==> src/rtl/ysyx_25030093_ifu_pf.sv <==
// ysyx_25030093_ifu_pf -- prefetching instruction fetch unit.
//
// Issues sequential instruction reads on an AR/R read channel. Several reads
// may be in flight at once. Returned instructions are buffered in a
// DEPTH-entry FIFO that feeds decode over a valid/ready port. A redirect
// restarts fetch at a new PC and discards every stale response.
//
// Ports:
//   clk, rst                 clock; synchronous active-low reset
//   redirect_valid/_pc       one-cycle restart request and its target PC
//                            (bits [1:0] of the PC are ignored)
//   out_valid/ready/inst/pc  decode handoff of the FIFO head
//   out_err                  head fetch returned an error response
//   IFU_SRAM_araddr/arvalid, SRAM_IFU_arready    read address channel
//   SRAM_IFU_rvalid/rdata/rresp, IFU_SRAM_rready read data channel
//
// Build option: define YSYX_IFU_PF_RRESP_EN to add SRAM_IFU_rresp and out_err.
// With that option, a non-zero rresp marks the buffered entry as faulting.
// Without it, both ports are absent and no entry carries an error.
module ysyx_25030093_ifu_pf #(
  parameter int              XLEN     = 32,
  parameter int              ILEN     = 32,
  parameter int              DEPTH    = 4,
  parameter logic [XLEN-1:0] RESET_PC = 32'h8000_0000
) (
  input  logic            clk,
  input  logic            rst,
  input  logic            redirect_valid,
  input  logic [XLEN-1:0] redirect_pc,
  output logic            out_valid,
  input  logic            out_ready,
  output logic [ILEN-1:0] out_inst,
  output logic [XLEN-1:0] out_pc,
`ifdef YSYX_IFU_PF_RRESP_EN
  output logic            out_err,
`endif
  output logic [XLEN-1:0] IFU_SRAM_araddr,
  output logic            IFU_SRAM_arvalid,
  input  logic            SRAM_IFU_arready,
  input  logic            SRAM_IFU_rvalid,
  output logic            IFU_SRAM_rready,
`ifdef YSYX_IFU_PF_RRESP_EN
  input  logic [1:0]      SRAM_IFU_rresp,
`endif
  input  logic [ILEN-1:0] SRAM_IFU_rdata
);

  localparam int CW = $clog2(DEPTH) + 1;
  localparam int PW = $clog2(DEPTH);

  localparam logic [0:0] AR_IDLE = 1'b0;
  localparam logic [0:0] AR_WAIT = 1'b1;

  logic [0:0]      state_q, state_d;
  logic [XLEN-1:0] araddr_q, araddr_d;
  logic [XLEN-1:0] fetch_pc_q, fetch_pc_d;
  logic [XLEN-1:0] resp_pc_q, resp_pc_d;
  logic [CW-1:0]   outst_q, outst_d;
  logic [CW-1:0]   drop_q, drop_d;
  logic [CW-1:0]   cnt_q, cnt_d;
  logic [PW-1:0]   rptr_q, rptr_d;
  logic [PW-1:0]   wptr_q, wptr_d;
  logic            rready_q;

  logic [ILEN-1:0] inst_mem [DEPTH];
  logic [XLEN-1:0] pc_mem   [DEPTH];

  logic [CW:0]     used_c;
  logic [XLEN-1:0] redir_pc_c;
  logic            launch, r_fire, push, pop;

  // rready_q also gates the first launch, so fetch starts one cycle after
  // reset is released, together with rready.
  assign used_c     = {1'b0, cnt_q} + {1'b0, outst_q};
  assign launch     = (state_q == AR_IDLE) && rready_q && !redirect_valid &&
                      (used_c < (CW+1)'(DEPTH));
  assign r_fire     = SRAM_IFU_rvalid && rready_q;
  // A response is only buffered if it belongs to the current stream. A
  // response that arrives in the same cycle as a redirect is stale.
  assign push       = r_fire && (drop_q == '0) && !redirect_valid;
  assign pop        = out_valid && out_ready;
  assign redir_pc_c = {redirect_pc[XLEN-1:2], 2'b00};

  always_comb begin
    state_d    = state_q;
    araddr_d   = araddr_q;
    fetch_pc_d = fetch_pc_q;
    resp_pc_d  = resp_pc_q;
    outst_d    = outst_q + CW'(launch) - CW'(r_fire);
    drop_d     = drop_q;
    cnt_d      = cnt_q + CW'(push) - CW'(pop);
    rptr_d     = pop  ? rptr_q + PW'(1) : rptr_q;
    wptr_d     = push ? wptr_q + PW'(1) : wptr_q;

    case (state_q)
      AR_IDLE: if (launch) begin
        state_d    = AR_WAIT;
        araddr_d   = fetch_pc_q;
        fetch_pc_d = fetch_pc_q + XLEN'(4);
      end
      default: if (SRAM_IFU_arready) state_d = AR_IDLE;
    endcase

    if (r_fire && drop_q != '0) drop_d = drop_q - CW'(1);
    if (push) resp_pc_d = resp_pc_q + XLEN'(4);

    if (redirect_valid) begin
      // Everything still in flight is stale. This includes a held AR and
      // any response that arrives in this same cycle.
      fetch_pc_d = redir_pc_c;
      resp_pc_d  = redir_pc_c;
      drop_d     = outst_d;
      cnt_d      = '0;
      rptr_d     = wptr_q;
    end
  end

  always_ff @(posedge clk) begin
    if (!rst) begin
      state_q    <= AR_IDLE;
      araddr_q   <= '0;
      fetch_pc_q <= RESET_PC;
      resp_pc_q  <= RESET_PC;
      outst_q    <= '0;
      drop_q     <= '0;
      cnt_q      <= '0;
      rptr_q     <= '0;
      wptr_q     <= '0;
      rready_q   <= 1'b0;
    end else begin
      state_q    <= state_d;
      araddr_q   <= araddr_d;
      fetch_pc_q <= fetch_pc_d;
      resp_pc_q  <= resp_pc_d;
      outst_q    <= outst_d;
      drop_q     <= drop_d;
      cnt_q      <= cnt_d;
      rptr_q     <= rptr_d;
      wptr_q     <= wptr_d;
      rready_q   <= 1'b1;
    end
  end

  // FIFO storage needs no reset: entries are only visible while count != 0.
  always_ff @(posedge clk) begin
    if (push) begin
      inst_mem[wptr_q] <= SRAM_IFU_rdata;
      pc_mem[wptr_q]   <= resp_pc_q;
    end
  end

`ifdef YSYX_IFU_PF_RRESP_EN
  logic err_mem [DEPTH];

  always_ff @(posedge clk) begin
    if (push) err_mem[wptr_q] <= (SRAM_IFU_rresp != 2'b00);
  end

  assign out_err = out_valid && err_mem[rptr_q];
`endif

  assign out_valid        = (cnt_q != '0);
  assign out_inst         = out_valid ? inst_mem[rptr_q] : '0;
  assign out_pc           = out_valid ? pc_mem[rptr_q]   : '0;
  assign IFU_SRAM_araddr  = araddr_q;
  assign IFU_SRAM_arvalid = (state_q == AR_WAIT);
  assign IFU_SRAM_rready  = rready_q;

endmodule

==> config.mk <==
export PLATFORM = sky130hd
export DESIGN_NAME = ysyx_25030093_ifu_pf
export DESIGN_NICKNAME = d
export VERILOG_FILES = /design/src/rtl/ysyx_25030093_ifu_pf.sv
export SDC_FILE = /design/constraint.sdc
export NUM_CORES = 1
export LEC_CHECK = 0
export CAP_MARGIN = 20
export CORE_MARGIN = 2
export CORE_UTILIZATION = 50
export CTS_CLUSTER_SIZE = 8
export DETAILED_ROUTE_END_ITERATION = 8
export PLACE_DENSITY_LB_ADDON = 0.2
export REMOVE_ABC_BUFFERS = 1
export SLEW_MARGIN = 40
export SYNTH_ARGS = -nofsm -noshare
export SYNTH_HDL_FRONTEND = slang
export SYNTH_SLANG_ARGS = --single-unit
==> constraint.sdc <==
create_clock -name clk -period 3.7 [get_ports clk]
set_input_delay 0.37 -clock clk [delete_from_list [all_inputs] [get_ports clk]]
set_output_delay 0.37 -clock clk [all_outputs]
set_load 0.02 [all_outputs]
After elaboration in Yosys (flattened, before gate mapping) --
Memory sizes are Yosys's and may differ from the RTL's. A register that Yosys moved wholly into a read port is not among the register bits. Index checks and enable logic that the tools add are counted.
Word-level totals: register bits 111, latch bits 0, RAM bits 256, bits in read-only memories 0, logic and storage cells 68, memories kept 2
Cells by class: add/subtract/negate cells 10, multiply operators 0, divide/modulo/power cells 0, magnitude comparators 1, equal/unequal tests 1, shift operators 0, mux-type cells 21, bitwise operators 2, reduce and logical (&&, ||, !) cells 19
Memory list:
- inst_mem | depth 4, bits a word 32, read ports 1, clocked after Yosys merged registers in 1, write ports 1, line 65 | logic [ILEN-1:0] inst_mem [DEPTH];
- pc_mem | depth 4, bits a word 32, read ports 1, clocked after Yosys merged registers in 1, write ports 1, line 66 | logic [XLEN-1:0] pc_mem [DEPTH];
Operators by type and width (count):
- 2-to-1 mux 32 bit | 7
- adder 32 x 3 -> 32 bit (second input constant) | 2
- 2-to-1 mux 2 bit | 6
- logical AND 1 bit | 8
- nonzero test 2 bit | 4
- adder 3 x 1 -> 3 bit | 2
- 2-to-1 mux 1 bit | 6
- 2-to-1 mux 3 bit | 2
- nonzero test 3 bit | 2
- subtractor 3 x 1 -> 3 bit | 2
- adder 2 x 1 -> 2 bit (second input constant) | 2
- adder 3 x 3 -> 4 bit | 1
- less-than comparator 4 x 3 -> 1 bit (second input constant) | 1
- AND reduction 2 bit | 2
- logical NOT 3 bit | 1
- subtractor 3 x 1 -> 3 bit (second input constant) | 1
- inequality test 2 bit (second input constant) | 1
- inverter 1 bit | 2
- OR reduction 2 bit | 1
- logical NOT 1 bit | 1

Depth between registers and ports, before layout --
depth in word-level cells 7, gate-level depth with buffers 14

Worst setup path after synthesis --
Ideal clock, no wire load.
path kind register to register, start register outst_q[2], end register drop_q[2], setup time 0.118 ns, arrival time 3.292 ns, data required time 3.582 ns, slack 0.289 ns, stages on the path, launching flop included 15, period minus slack after synthesis 3.411 ns, cells stage by stage dfxtp_1 > ha_1 > or4b_4 > buf_6 > nor4_2 > inv_2 > clkbuf_1 > ha_1 > inv_1 > ha_1 > fa_1 > xor2_1 > xnor2_1 > and2_1 > o2bb2ai_1
Between the ends: word-level cells in the longest chain between the ends 6
RTL lines:
- from (decl) | line 58 | logic [CW-1:0] outst_q, outst_d;
- from (signal assigned) | line 135 | outst_q <= outst_d;
- adder 3 x 3 -> 4 bit | line 74 | assign used_c = {1'b0, cnt_q} + {1'b0, outst_q};
- less-than comparator 4 x 3 -> 1 bit | line 76 | (used_c < (CW+1)'(DEPTH));
- logical AND 1 bit | line 75 | assign launch = (state_q == AR_IDLE) && rready_q && !redirect_valid &&
- adder 3 x 1 -> 3 bit * | line 89 | outst_d = outst_q + CW'(launch) - CW'(r_fire);
- subtractor 3 x 1 -> 3 bit * | line 89
- 2-to-1 mux 3 bit * | line 107 | if (redirect_valid) begin
- to (signal assigned) | line 136 | drop_q <= drop_d;
- to (decl) | line 59 | logic [CW-1:0] drop_q, drop_d;
Every way passes the cells marked *; elsewhere a longest branch is shown, timed or not. A chain may end at the register's enable or synchronous reset.

==> metrics.yaml <==
route:
  first_pass_iters: 5
  drt-initial-drc-count: 560
  wire_per_inst_um: 18.94
  vias: 8580
  highest_layer: "met4"
  postRouteAntennaNets: 0
  viasPerCell: 5.451
  wl_met1_mm: 13.71
  drc: 0
  routed_wl_mm: 29.81
  met2_length_mm: 13.94
  route.met3.wl_mm: 1.537
clock_tree:
  cts_setup_buffers: 0
  cts-root-buf: "clkbuf_16"
  path_clk_slew_ns: 0.05
  htreeDepth: 2
  cts_buffer_depth: 3
  clk_latency_ns: 0.54
  cts_sinks: 355
  hold_buffers: 0
  numCtsBuffers: 50
  cts_resized: 0
  cts_tree: "done"
critical_path:
  worst-setup-path-type: "reg -> out"
  worstSetupEndpointType: "output pin"
  r2r-end: "drop_q[2]"
  critPathSlowestCell: "dfxtp_4"
  path_buf_inv: 2
  crit_chain: "buf_12 -> mux4_2 -> and2_1 -> clkdlybuf4s50_1"
  cp.arrival_ns: 2.78
  cp.required_ns: 3.33
  critPathMaxStageDelay_ns: 0.69
  reg2reg_from: "outst_q[2]"
  regToRegSetupSlack_ns: 0.59
  critPathTopFamily: "buffers and inverters"
  start_kind: "flop"
  cp_max_fo: 25
  ff2ff_path_depth: 12
timing:
  rsz0062_at_grt: "false"
  period_share_pct: 85.01
  min_period_ns: 3.145
  hold_ws_ns: 0.2531
  tns_ns: 0
  hold_viol: 0
  setup_viol: 0
  report.final.slew_viol_count: 0
  skew_ns: 0.01237
  fin_ws_ns: 0.5547
  tightestPinTransition_ns: 0.8294
  slew_headroom_pct: 44.24
  max_freq_mhz: 317.9
flow_run:
  maxCapViolations: 0
logic_synthesis:
  netlist_top_cells_count: "edfxtp_1 (248), dfxtp_1 (107), nand2_1 (91)"
  yosysWarnings: 0
  synth_top_family_by_area: "simple AND/OR/NAND/NOR gates"
  ys_seq_area_share_pct: 66.37
  post_synth_xor_area_fraction_pct: 3.819
  synth_top_area_share_pct: 51.54
  synth_ff_type: "edfxtp_1"
  yosys.area_share.simple_pct: 10.79
  synthMuxAreaShare_pct: 9.733
  syn_area_mm2: 0.01445
  synth.most_common_cell: "edfxtp_1"
  synth-compound-area-share_pct: 5.516
  async_flop_share_pct: 0
  synthTopCellsByArea: "edfxtp_1 (52%), dfxtp_1 (15%), mux4_2 (9.7%)"
  synthAdderAreaFrac_pct: 1.489
  yosys.area.top_type: "edfxtp_1"
  synth_edf_count: 248
  synthCells: 991
  synth-seq-cells: 355
  ys_types: 51
  synth_area_per_cell_um2: 14.58
global_routing:
  grt_pass1_vias: 8786
  grtUsageTotal_pct: 20.03
  grt.overflow.total: 0
  grt_pass1_wl_mm: 47.93
  grt_max_degree: 82
  antenna_found_initial: 0
placed_design:
  gp_congestion: 0.8244
  post-dp-hpwl_mm: 19.17
  post-place-ws_ns: 0.5994
  io_buffers: 162
  dpl.cell_count: 1508
power_and_ir_drop:
  vdd_ir_drop_max_uv: 315.1
  power_leakage_nw: 5.878
  power_density_mw_per_mm2: 523.2
  p_total_mw: 9.418
cells_and_area:
  nets: 1262
  final_cells: 1574
  final_layout_size_suffix_gt1_share_pct: 13.53
  fill_cells: 2179
  area_delta_synth_final_pct: 24.58
  n_antenna_cell: 0
hold_path:
  min_to: "IFU_SRAM_rready"
  min_path_cells: 1
  hold_start: "rst"
  hp-class: "in -> reg"
floorplanning:
  coreArea_mm2: 0.02855
  start_util_pct: 50.61
  die_width_um: 174.0
  io_pins: 169
  die_h_um: 174.0
  placementRows: 62
  die_area_mm2: 0.03027
status:
  outcome: "finished, final reports clean"
==> state kept, by name, summed over array words and instances, names as in the netlist, named ones only <==
register	count
inst_mem	128
cnt_q	3
IFU_SRAM_rready	1
rptr_q	2
drop_q	3
IFU_SRAM_arvalid	1
IFU_SRAM_araddr	30
fetch_pc_q	30
pc_mem	120
resp_pc_q	30
wptr_q	2
outst_q	3
==> final cells by class <==
type,instances,area (um^2),share of cell area [%]
clock buffer,63,1321,7.340
clock inverter,3,36.28,0.2016
inverter,22,82.58,0.4588
multi-input combinational,560,4566,25.36
sequential,355,9597,53.32
tap,384,480.5,2.669
timing repair buffer,187,1917,10.65
==> cells by family (layout without fill, tap and decap cells) <==
family / count (synthesis) / after routing
simple gates: 280 / 280
compound gates: 134 / 134
flops: 355 / 355
other cells: 1 / 4
buf+inv: 79 / 275
fa+ha+maj: 16 / 16
xor+xnor: 63 / 63
mux: 63 / 63
==> placed cells by master (no fill, tap or decap), types with 3 or more instances in the layout <==
cell	instances
and4_1	9
nand2_1	91
and3_1	8
nand4_1	25
nor3_1	14
nor4_1	7
dfxtp_1	105
conb_1	4
and2_1	80
clkbuf_16	51
clkbuf_1	12
a21boi_0	6
nand3_1	19
a31oi_1	4
edfxtp_1	248
clkdlybuf4s50_1	161
xnor2_1	32
o21a_1	3
a21boi_1	30
buf_12	9
buf_4	16
xor2_1	31
mux4_2	62
nor2b_1	3
a21oi_1	50
nor2_1	4
o21ai_0	33
inv_1	20
and3_2	3
ha_1	14
==> routing by layer <==
layer  global-route usage [%]  up-vias
li1                         -     4061
met1                    28.36     4229
met2                    32.27      231
met3                    3.675       59
met4                    5.252        0
met5                        0        -
==> where the power goes <==
group	switching, mW	total (mW)	leakage, nW	internal (mW)
clock	1.53	3.99	0.657	2.46
sequential	0.132	4.54	3.13	4.41
combinational	0.456	0.889	2.09	0.432
==> worst max-delay path by stage <==
stage / to / start / cells past startpoint
floorplan: drop_q[2] / outst_q[2] / 12
global placement: drop_q[2] / outst_q[2] / 12
detailed placement: drop_q[2] / outst_q[2] / 12
CTS: out_pc[28] / flop / 4
global route: out_pc[28] / flop / 4
finish: out_pc[28] / flop / 4
==> per-stage QoR <==
stage               cell area [um^2]  util [%]
detailed placement             16640     58.29
finish                         18000     63.05
global placement               16640     58.29
global route                   18000     63.05
CTS                            18000     63.04
floorplan                      14220         -
Power figures use the tool's default switching activity.
